<file path="config.mk">
export PLATFORM = sky130hd
export DESIGN_NAME = layer_sequencer
export DESIGN_NICKNAME = d
export VERILOG_FILES = /design/src/rtl/layer_sequencer.sv
export SDC_FILE = /design/constraint.sdc
export NUM_CORES = 1
export LEC_CHECK = 0
export CAP_MARGIN = 25
export CORE_UTILIZATION = 49
export CTS_BUF_LIST = sky130_fd_sc_hd__clkbuf_8
export DETAILED_ROUTE_END_ITERATION = 10
export PLACE_DENSITY = 0.89
export SLEW_MARGIN = 20
export SYNTH_ARGS = -nofsm -noshare
export SYNTH_HDL_FRONTEND = slang
export SYNTH_SLANG_ARGS = --single-unit
</file>
<file path="constraint.sdc">
create_clock -name clk -period 2.4 [get_ports clk]
set_input_delay 0.72 -clock clk [delete_from_list [all_inputs] [get_ports clk]]
set_output_delay 0.72 -clock clk [all_outputs]
set_load 0.02 [all_outputs]
</file>
<file path="src/rtl/layer_sequencer.sv">
// Sequences a chain of layer engines one at a time, skipping masked layers, and latches the last layer's result.
// Optional per-layer watchdog when LAYER_SEQ_WATCHDOG_EN is defined; start latency 1 cycle, done 1 cycle after FINISH.
module layer_sequencer #(
  parameter int NUM_LAYERS     = 3,
  parameter int DATA_W         = 32,
  parameter int TIMEOUT_CYCLES = 1024
) (
  input  logic                  clk,
  input  logic                  rst,
  input  logic                  enable,
  input  logic [NUM_LAYERS-1:0] skip_mask,
  input  logic                  abort,
  output logic [NUM_LAYERS-1:0] layer_start,
  input  logic [NUM_LAYERS-1:0] layer_done,
  input  logic [DATA_W-1:0]     result_in,
  output logic [DATA_W-1:0]     value,
  output logic [2:0]            cur_layer,
  output logic                  busy,
  output logic                  done,
  output logic                  error
);

  typedef enum logic [2:0] {IDLE, START, WAIT, FINISH, FAIL} state_t;

  state_t                state;
  logic [NUM_LAYERS-1:0] mask_q;
  logic                  first_vld, next_vld, done_hit;
  logic [2:0]            first_idx, next_idx;
  logic [NUM_LAYERS-1:0] first_oh, next_oh;

  // Descending scans so the lowest qualifying index wins.
  always_comb begin
    first_vld = 1'b0;
    first_idx = 3'd0;
    next_vld  = 1'b0;
    next_idx  = 3'd0;
    done_hit  = 1'b0;
    first_oh  = '0;
    next_oh   = '0;
    for (int i = NUM_LAYERS-1; i >= 0; i--) begin
      if (!skip_mask[i]) begin
        first_vld = 1'b1;
        first_idx = 3'(i);
      end
      if (!mask_q[i] && (i > int'(cur_layer))) begin
        next_vld = 1'b1;
        next_idx = 3'(i);
      end
      if (3'(i) == cur_layer) done_hit = layer_done[i];
    end
    for (int i = 0; i < NUM_LAYERS; i++) begin
      first_oh[i] = (3'(i) == first_idx);
      next_oh[i]  = (3'(i) == next_idx);
    end
  end

`ifdef LAYER_SEQ_WATCHDOG_EN
  logic [15:0] wdog_cnt;
`else
  assign error = 1'b0;
`endif

  always_ff @(posedge clk) begin
    if (rst) begin
      state       <= IDLE;
      mask_q      <= '0;
      layer_start <= '0;
      value       <= '0;
      cur_layer   <= 3'd0;
      busy        <= 1'b0;
      done        <= 1'b0;
`ifdef LAYER_SEQ_WATCHDOG_EN
      error       <= 1'b0;
      wdog_cnt    <= 16'd0;
`endif
    end else begin
      layer_start <= '0;
      done        <= 1'b0;
      case (state)
        IDLE: begin
          if (enable) begin
            mask_q <= skip_mask;
            busy   <= 1'b1;
`ifdef LAYER_SEQ_WATCHDOG_EN
            error  <= 1'b0;
`endif
            if (first_vld) begin
              cur_layer   <= first_idx;
              layer_start <= first_oh;
              state       <= START;
            end else begin
              state <= FINISH;
            end
          end
        end
        START: begin
          if (abort) begin
            state <= IDLE;
            busy  <= 1'b0;
          end else begin
            state <= WAIT;
`ifdef LAYER_SEQ_WATCHDOG_EN
            wdog_cnt <= 16'd0;
`endif
          end
        end
        WAIT: begin
          if (abort) begin
            state <= IDLE;
            busy  <= 1'b0;
          end else if (done_hit) begin
            if (next_vld) begin
              cur_layer   <= next_idx;
              layer_start <= next_oh;
              state       <= START;
            end else begin
              value <= result_in;
              state <= FINISH;
            end
          end else begin
`ifdef LAYER_SEQ_WATCHDOG_EN
            if (wdog_cnt == 16'(TIMEOUT_CYCLES - 1)) begin
              error <= 1'b1;
              state <= FAIL;
            end else begin
              wdog_cnt <= wdog_cnt + 16'd1;
            end
`endif
          end
        end
        // done is raised on the way out so a late abort can still suppress it.
        FINISH: begin
          state <= IDLE;
          busy  <= 1'b0;
          done  <= !abort;
        end
        FAIL: begin
          state <= IDLE;
          busy  <= 1'b0;
        end
        default: begin
          state <= IDLE;
          busy  <= 1'b0;
        end
      endcase
    end
  end

endmodule

</file>
* Yosys cells after proc, flatten, opt, wreduce, memory -nomap -nowiden *
Index checks and enable logic that the tools add are counted.

word-level totals
  input bits = 42
  register bits = 46

operators by class
  equal/unequal tests = 16
  multiplexer cells = 35
  $lt $le $gt $ge = 2
  reductions and logical operators = 17
  bitwise operators = 3

operator list
  kind                count
  $mux 3              16
  $logic_not 3->1     4
  $pmux 3 s2          2
  $mux 1              10
  $mux 2              5
  $ne 2x2->1 const B  5
  $eq 1x3->1 const A  3
  $eq 2x3->1 const A  3
  $pmux 3 s3          1
  $eq 3x2->1 const B  2
  $reduce_and 2->1    3
  $reduce_and 6->1    1
  $reduce_and 4->1    1
  $reduce_or 2->1     2
  $eq 3x1->1 const B  1
  $gt 1x3->1 const A  1
  $gt 2x3->1 const A  1
  $logic_not 1->1     3
  $ne 3x3->1 const B  1
  $not 1->1           3
  $logic_and 1x1->1   2
  $ne 2x1->1 const B  1
  $pmux 1 s2          1
  $reduce_bool 2->1   1

* Longest topological paths before layout *
  depth after elaboration = 9
  gate-level depth with buffers = 7
  depth with buffers taken out = 6

* Worst setup path after synthesis *
Ideal clock, no wire load.

  kind = in2reg
  from = input enable
  to = register layer_start[2]
  arrival = 1.599 ns
  required time = 2.313 ns
  setup slack = 0.714 ns
  stages on the path = 4
  setup time = 0.087 ns
  path through = clkbuf_1 > nand2_1 > or4_1 > o31ai_1

on the way
  longest elaborated chain between the ends = 2

ends and longest elaborated chain
  what                    line  RTL
  start: declaration      10    input logic enable,
  $mux 3                  81    if (enable) begin
  $pmux 3 s2              79    case (state)
  end signal: assignment  89    layer_start <= first_oh;
  end signal: assignment  114   layer_start <= next_oh;
  end: declaration        13    output logic [NUM_LAYERS-1:0] layer_start,

No other way between the ends.
A chain may end at the register's enable or synchronous reset.

* Worst setup path after layout *
  from = register cur_layer[1]
  to = output cur_layer[1]

RTL lines
  what                      line  RTL
  start: declaration        17    output logic [2:0] cur_layer,
  start signal: assignment  88    cur_layer <= first_idx;
  start signal: assignment  113   cur_layer <= next_idx;

No word-level cell between the ends.

==> impl_metrics.xml <==
<?xml version="1.0" encoding="UTF-8"?>
<metrics>
  <group name="outcome">
    <metric name="outcome" unit="">completed</metric>
  </group>
  <group name="placement">
    <metric name="place_worst_setup_slack" unit="ns">0.07005</metric>
    <metric name="hpwlAfterDp" unit="µm">3299</metric>
    <metric name="finalWeightedCongestion" unit="">0.8410</metric>
    <metric name="port_buffers" unit="">80</metric>
  </group>
  <group name="logic_synthesis">
    <metric name="mappedNetlistArea" unit="mm²">0.002145</metric>
    <metric name="synth.yosys.warnings" unit="">0</metric>
    <metric name="syn-instance-count" unit="">223</metric>
    <metric name="seq_area_frac_synth" unit="%">40.14</metric>
    <metric name="syn-mean-instance-area" unit="µm²">9.617</metric>
    <metric name="synth.ff_latch_count" unit="">43</metric>
    <metric name="yosys.cell_types.count" unit="">34</metric>
  </group>
  <group name="sta">
    <metric name="final.setup.tns" unit="ns">0</metric>
    <metric name="setup_viol" unit="">0</metric>
    <metric name="final.period_utilization" unit="%">92.74</metric>
    <metric name="fmaxAchievable" unit="MHz">449.3</metric>
    <metric name="fin_skew" unit="ns">0.004172</metric>
    <metric name="final.min_clock_period" unit="ns">2.226</metric>
    <metric name="final-hold-violation-count" unit="">0</metric>
    <metric name="slew-limit-headroom" unit="%">52.40</metric>
    <metric name="grt_setup_unrepaired" unit="">false</metric>
    <metric name="finalMaxSlewViolations" unit="">0</metric>
    <metric name="tightest_slew" unit="ns">0.7140</metric>
    <metric name="least_setup_slack_across_all_paths_after_layout" unit="ns">0.1743</metric>
  </group>
  <group name="critical_path">
    <metric name="r2r.worst_path.cells" unit="">6</metric>
    <metric name="critPathKind" unit="">reg2out</metric>
    <metric name="timing.critical_path.slowest_stage_cell" unit="">sky130_fd_sc_hd__clkdlybuf4s50_1</metric>
    <metric name="cpLargestDelayFamily" unit="">buffers and inverters</metric>
    <metric name="crit_path_required_time" unit="ns">1.68</metric>
    <metric name="path_depth" unit="">1</metric>
    <metric name="worstReg2RegEnd" unit="">value[24]</metric>
    <metric name="cp-end-kind" unit="">primary output</metric>
    <metric name="cpPeakStageDelay" unit="ns">0.68</metric>
    <metric name="reg2reg_setup_slack" unit="ns">0.64</metric>
    <metric name="crit-reg2reg-launch" unit="">state[0]</metric>
    <metric name="cp-start-kind" unit="">register</metric>
    <metric name="timing.critical_path.arrival" unit="ns">1.51</metric>
    <metric name="crit_chain" unit="">clkdlybuf4s50_1</metric>
    <metric name="worstPathMaxFanout" unit="">12</metric>
    <metric name="critical_path.n_buffers_inverters" unit="">1</metric>
  </group>
  <group name="floorplan">
    <metric name="placementRows" unit="">23</metric>
    <metric name="placeableCoreArea" unit="mm²">0.004086</metric>
    <metric name="fp.dieArea" unit="mm²">0.004645</metric>
    <metric name="starting_density_of_the_core" unit="%">52.48</metric>
    <metric name="io_pins" unit="">83</metric>
    <metric name="die_w" unit="µm">68.16</metric>
    <metric name="fp.dieH" unit="µm">68.16</metric>
  </group>
  <group name="route">
    <metric name="detail_route.first_pass.iterations" unit="">5</metric>
    <metric name="remaining_drc_errors" unit="">0</metric>
    <metric name="met2RoutedLength" unit="µm">2189</metric>
    <metric name="routed_via_density" unit="">5.023</metric>
    <metric name="drt-wirelength-per-cell" unit="µm">13.05</metric>
    <metric name="topRoutingLayerUsed" unit="">met4</metric>
    <metric name="number_of_antenna_violating_nets_in_the_routed_design" unit="">0</metric>
    <metric name="vias_after_detailed_routing" unit="">1758</metric>
    <metric name="postRouteWirelength" unit="µm">4568</metric>
    <metric name="drt_iter0_drc" unit="">52</metric>
    <metric name="m1WireLength" unit="µm">1980</metric>
    <metric name="met3WireLength" unit="µm">358</metric>
  </group>
  <group name="clock_tree">
    <metric name="clock_sink_count" unit="">43</metric>
    <metric name="skew_pair_late_insertion_delay" unit="ns">0.29</metric>
    <metric name="tritoncts" unit="">yes</metric>
    <metric name="postCtsResizedCells" unit="">0</metric>
    <metric name="clk_transition_reported_paths" unit="ns">0.08</metric>
    <metric name="cts-htree-levels" unit="">2</metric>
    <metric name="cts-root-to-sink-buffers" unit="">2</metric>
    <metric name="cts-buffers-inserted" unit="">5</metric>
    <metric name="post-cts-setup-buffer-count" unit="">0</metric>
    <metric name="cts_root_buf" unit="">sky130_fd_sc_hd__clkbuf_8</metric>
    <metric name="cts.hold.buffers_added" unit="">0</metric>
  </group>
  <group name="min_path">
    <metric name="min_delay_path_depth" unit="">2</metric>
    <metric name="timing.hold.worst_endpoint" unit="">value[14]</metric>
    <metric name="timing.hold.worst.class" unit="">reg2reg</metric>
    <metric name="min-delay-start" unit="">value[14]</metric>
  </group>
  <group name="final_layout">
    <metric name="final_layout_size_suffix_gt1_share" unit="%">5.667</metric>
    <metric name="antenna_cells_inserted" unit="">0</metric>
    <metric name="mostFrequentLayoutCell" unit="">sky130_fd_sc_hd__clkdlybuf4s50_1</metric>
    <metric name="layout.nets" unit="">346</metric>
    <metric name="final_cell_mix" unit="">sky130_fd_sc_hd__clkdlybuf4s50_1 (79), sky130_fd_sc_hd__nand2b_1 (68), sky130_fd_sc_hd__dfxtp_1 (43)</metric>
    <metric name="flow.area_growth_from_synthesis" unit="%">41.83</metric>
    <metric name="fill_cells" unit="">304</metric>
  </group>
  <group name="grt">
    <metric name="vias_in_the_first_global_route" unit="">1580</metric>
    <metric name="wire_length_of_the_first_global_routing_pass" unit="µm">7010</metric>
    <metric name="grt_start_max_net_pins" unit="">61</metric>
    <metric name="grt_util_all_layers" unit="%">20.14</metric>
    <metric name="globalRouteOverflowTotal" unit="">0</metric>
    <metric name="antenna_found_initial" unit="">0</metric>
  </group>
  <group name="job">
    <metric name="maxCapViolations" unit="">0</metric>
  </group>
  <group name="power_and_ir_drop">
    <metric name="power.leakage" unit="µW">0.001071</metric>
    <metric name="power_per_cell_area" unit="mW/mm²">498.2</metric>
    <metric name="power.ir.vdd_worst" unit="V">0.0003519</metric>
  </group>
</metrics>
sequential cells by signal, indices dropped and copies added, names as in the netlist:
register     cells
value           32
layer_start      3
cur_layer        2
mask_q           2
state            2
busy             1
done             1
worst reg2reg max path: cells and delay by family, from the launching register on:
family                   cells  cell delay, ns
AND/OR/NAND/NOR              2            0.51
buffers and inverters        2            0.29
adder cells (fa/ha/maj)      1            0.31
flip-flops                   1            0.35
multiplexers                 1            0.22
worst max path at each step:
stage | from | endpoint
after floorplan | enable | layer_start[2]
after global routing | cur_layer[1] | cur_layer[1]
final | cur_layer[1] | cur_layer[1]
after detailed placement | layer_done[1] | value[24]
after global placement | layer_done[0] | value[28]
after CTS | cur_layer[1] | cur_layer[1]
kinds of logic after synthesis:
logic type / after synthesis / share of synthesized area (%)
and+or+nand+nor: 91 / 25.90
DFF: 43 / 40.14
muxes: 33 / 15.58
AOI/OAI and AO/OA: 28 / 8.402
buffers and inverters: 22 / 6.884
adders and majority gates: 5 / 2.917
other: 1 / 0.1749
cells in the mapped netlist:
library cell | count | share of area [%]
sky130_fd_sc_hd__nand2b_1 | 68 | 20
sky130_fd_sc_hd__dfxtp_1 | 43 | 40
sky130_fd_sc_hd__mux2i_1 | 32 | 15
sky130_fd_sc_hd__a21oi_1 | 10 | 2.3
sky130_fd_sc_hd__clkbuf_1 | 10 | 1.8
sky130_fd_sc_hd__ha_1 | 5 | 2.9
sky130_fd_sc_hd__inv_1 | 5 | 0.88
sky130_fd_sc_hd__o21ai_0 | 5 | 1.2
sky130_fd_sc_hd__a211oi_1 | 4 | 1.4
sky130_fd_sc_hd__nand2_1 | 4 | 0.70
sky130_fd_sc_hd__nand3_1 | 4 | 0.93
sky130_fd_sc_hd__nor2_1 | 4 | 0.70
sky130_fd_sc_hd__buf_12 | 3 | 2.8
sky130_fd_sc_hd__buf_4 | 2 | 0.70
sky130_fd_sc_hd__nand4b_1 | 2 | 0.82
sky130_fd_sc_hd__o2111ai_1 | 2 | 0.82
sky130_fd_sc_hd__o31ai_1 | 2 | 0.70
sky130_fd_sc_hd__or2_2 | 2 | 0.58
sky130_fd_sc_hd__a311oi_1 | 1 | 0.41
sky130_fd_sc_hd__and2_1 | 1 | 0.29
sky130_fd_sc_hd__and2b_1 | 1 | 0.35
sky130_fd_sc_hd__and4_1 | 1 | 0.41
sky130_fd_sc_hd__buf_2 | 1 | 0.23
sky130_fd_sc_hd__buf_6 | 1 | 0.53
sky130_fd_sc_hd__conb_1 | 1 | 0.17
sky130_fd_sc_hd__mux2i_2 | 1 | 0.64
sky130_fd_sc_hd__nand3b_1 | 1 | 0.35
sky130_fd_sc_hd__nor3_1 | 1 | 0.23
sky130_fd_sc_hd__nor3b_1 | 1 | 0.35
sky130_fd_sc_hd__o211a_1 | 1 | 0.47
sky130_fd_sc_hd__o211ai_1 | 1 | 0.35
sky130_fd_sc_hd__o21a_1 | 1 | 0.35
sky130_fd_sc_hd__o41ai_1 | 1 | 0.41
sky130_fd_sc_hd__or4_1 | 1 | 0.35
stage by stage:
| step | power [µW] | utilization (%) | instance area [µm²] | std cells | hold WS, ns |
|---|---|---|---|---|---|
| final | 1515 | 74.43 | 3042 | 350 | 0.4725 |
| after global routing | 1592 | 74.43 | 3042 | 350 | 0.4918 |
| after CTS | 1526 | 74.43 | 3042 | 350 | 0.4768 |
| after detailed placement | 1033 | 71.98 | 2942 | 342 | 0.4635 |
| after global placement | 1028 | 71.98 | 2942 | 342 | 0.4569 |
| after floorplan | 916.8 | - | 2148 | 224 | 0.4541 |
power by group:
group | switching (µW) | internal (µW)
clock network | 236 | 259
logic | 120 | 147
registers | 23.7 | 731
layout make-up:
class                   instances  area [µm²]  share of cell area [%]
flip-flops and latches         43       860.8                   28.30
clock buffers                   7       96.34                   3.167
inverters                       5       18.77                  0.6170
clock inverters                 1       3.754                  0.1234
multi-input cells             159        1141                   37.52
repair buffers                 85       858.3                   28.22
well taps                      50       62.56                   2.057
metal layers:
layer	vias to the layer above	track usage, %
met1	790	23.74
met4	0	5.729
met5	-	0
met3	7	6.000
li1	892	-
met2	69	34.93
No activity file was read; power rests on OpenSTA's default activity.
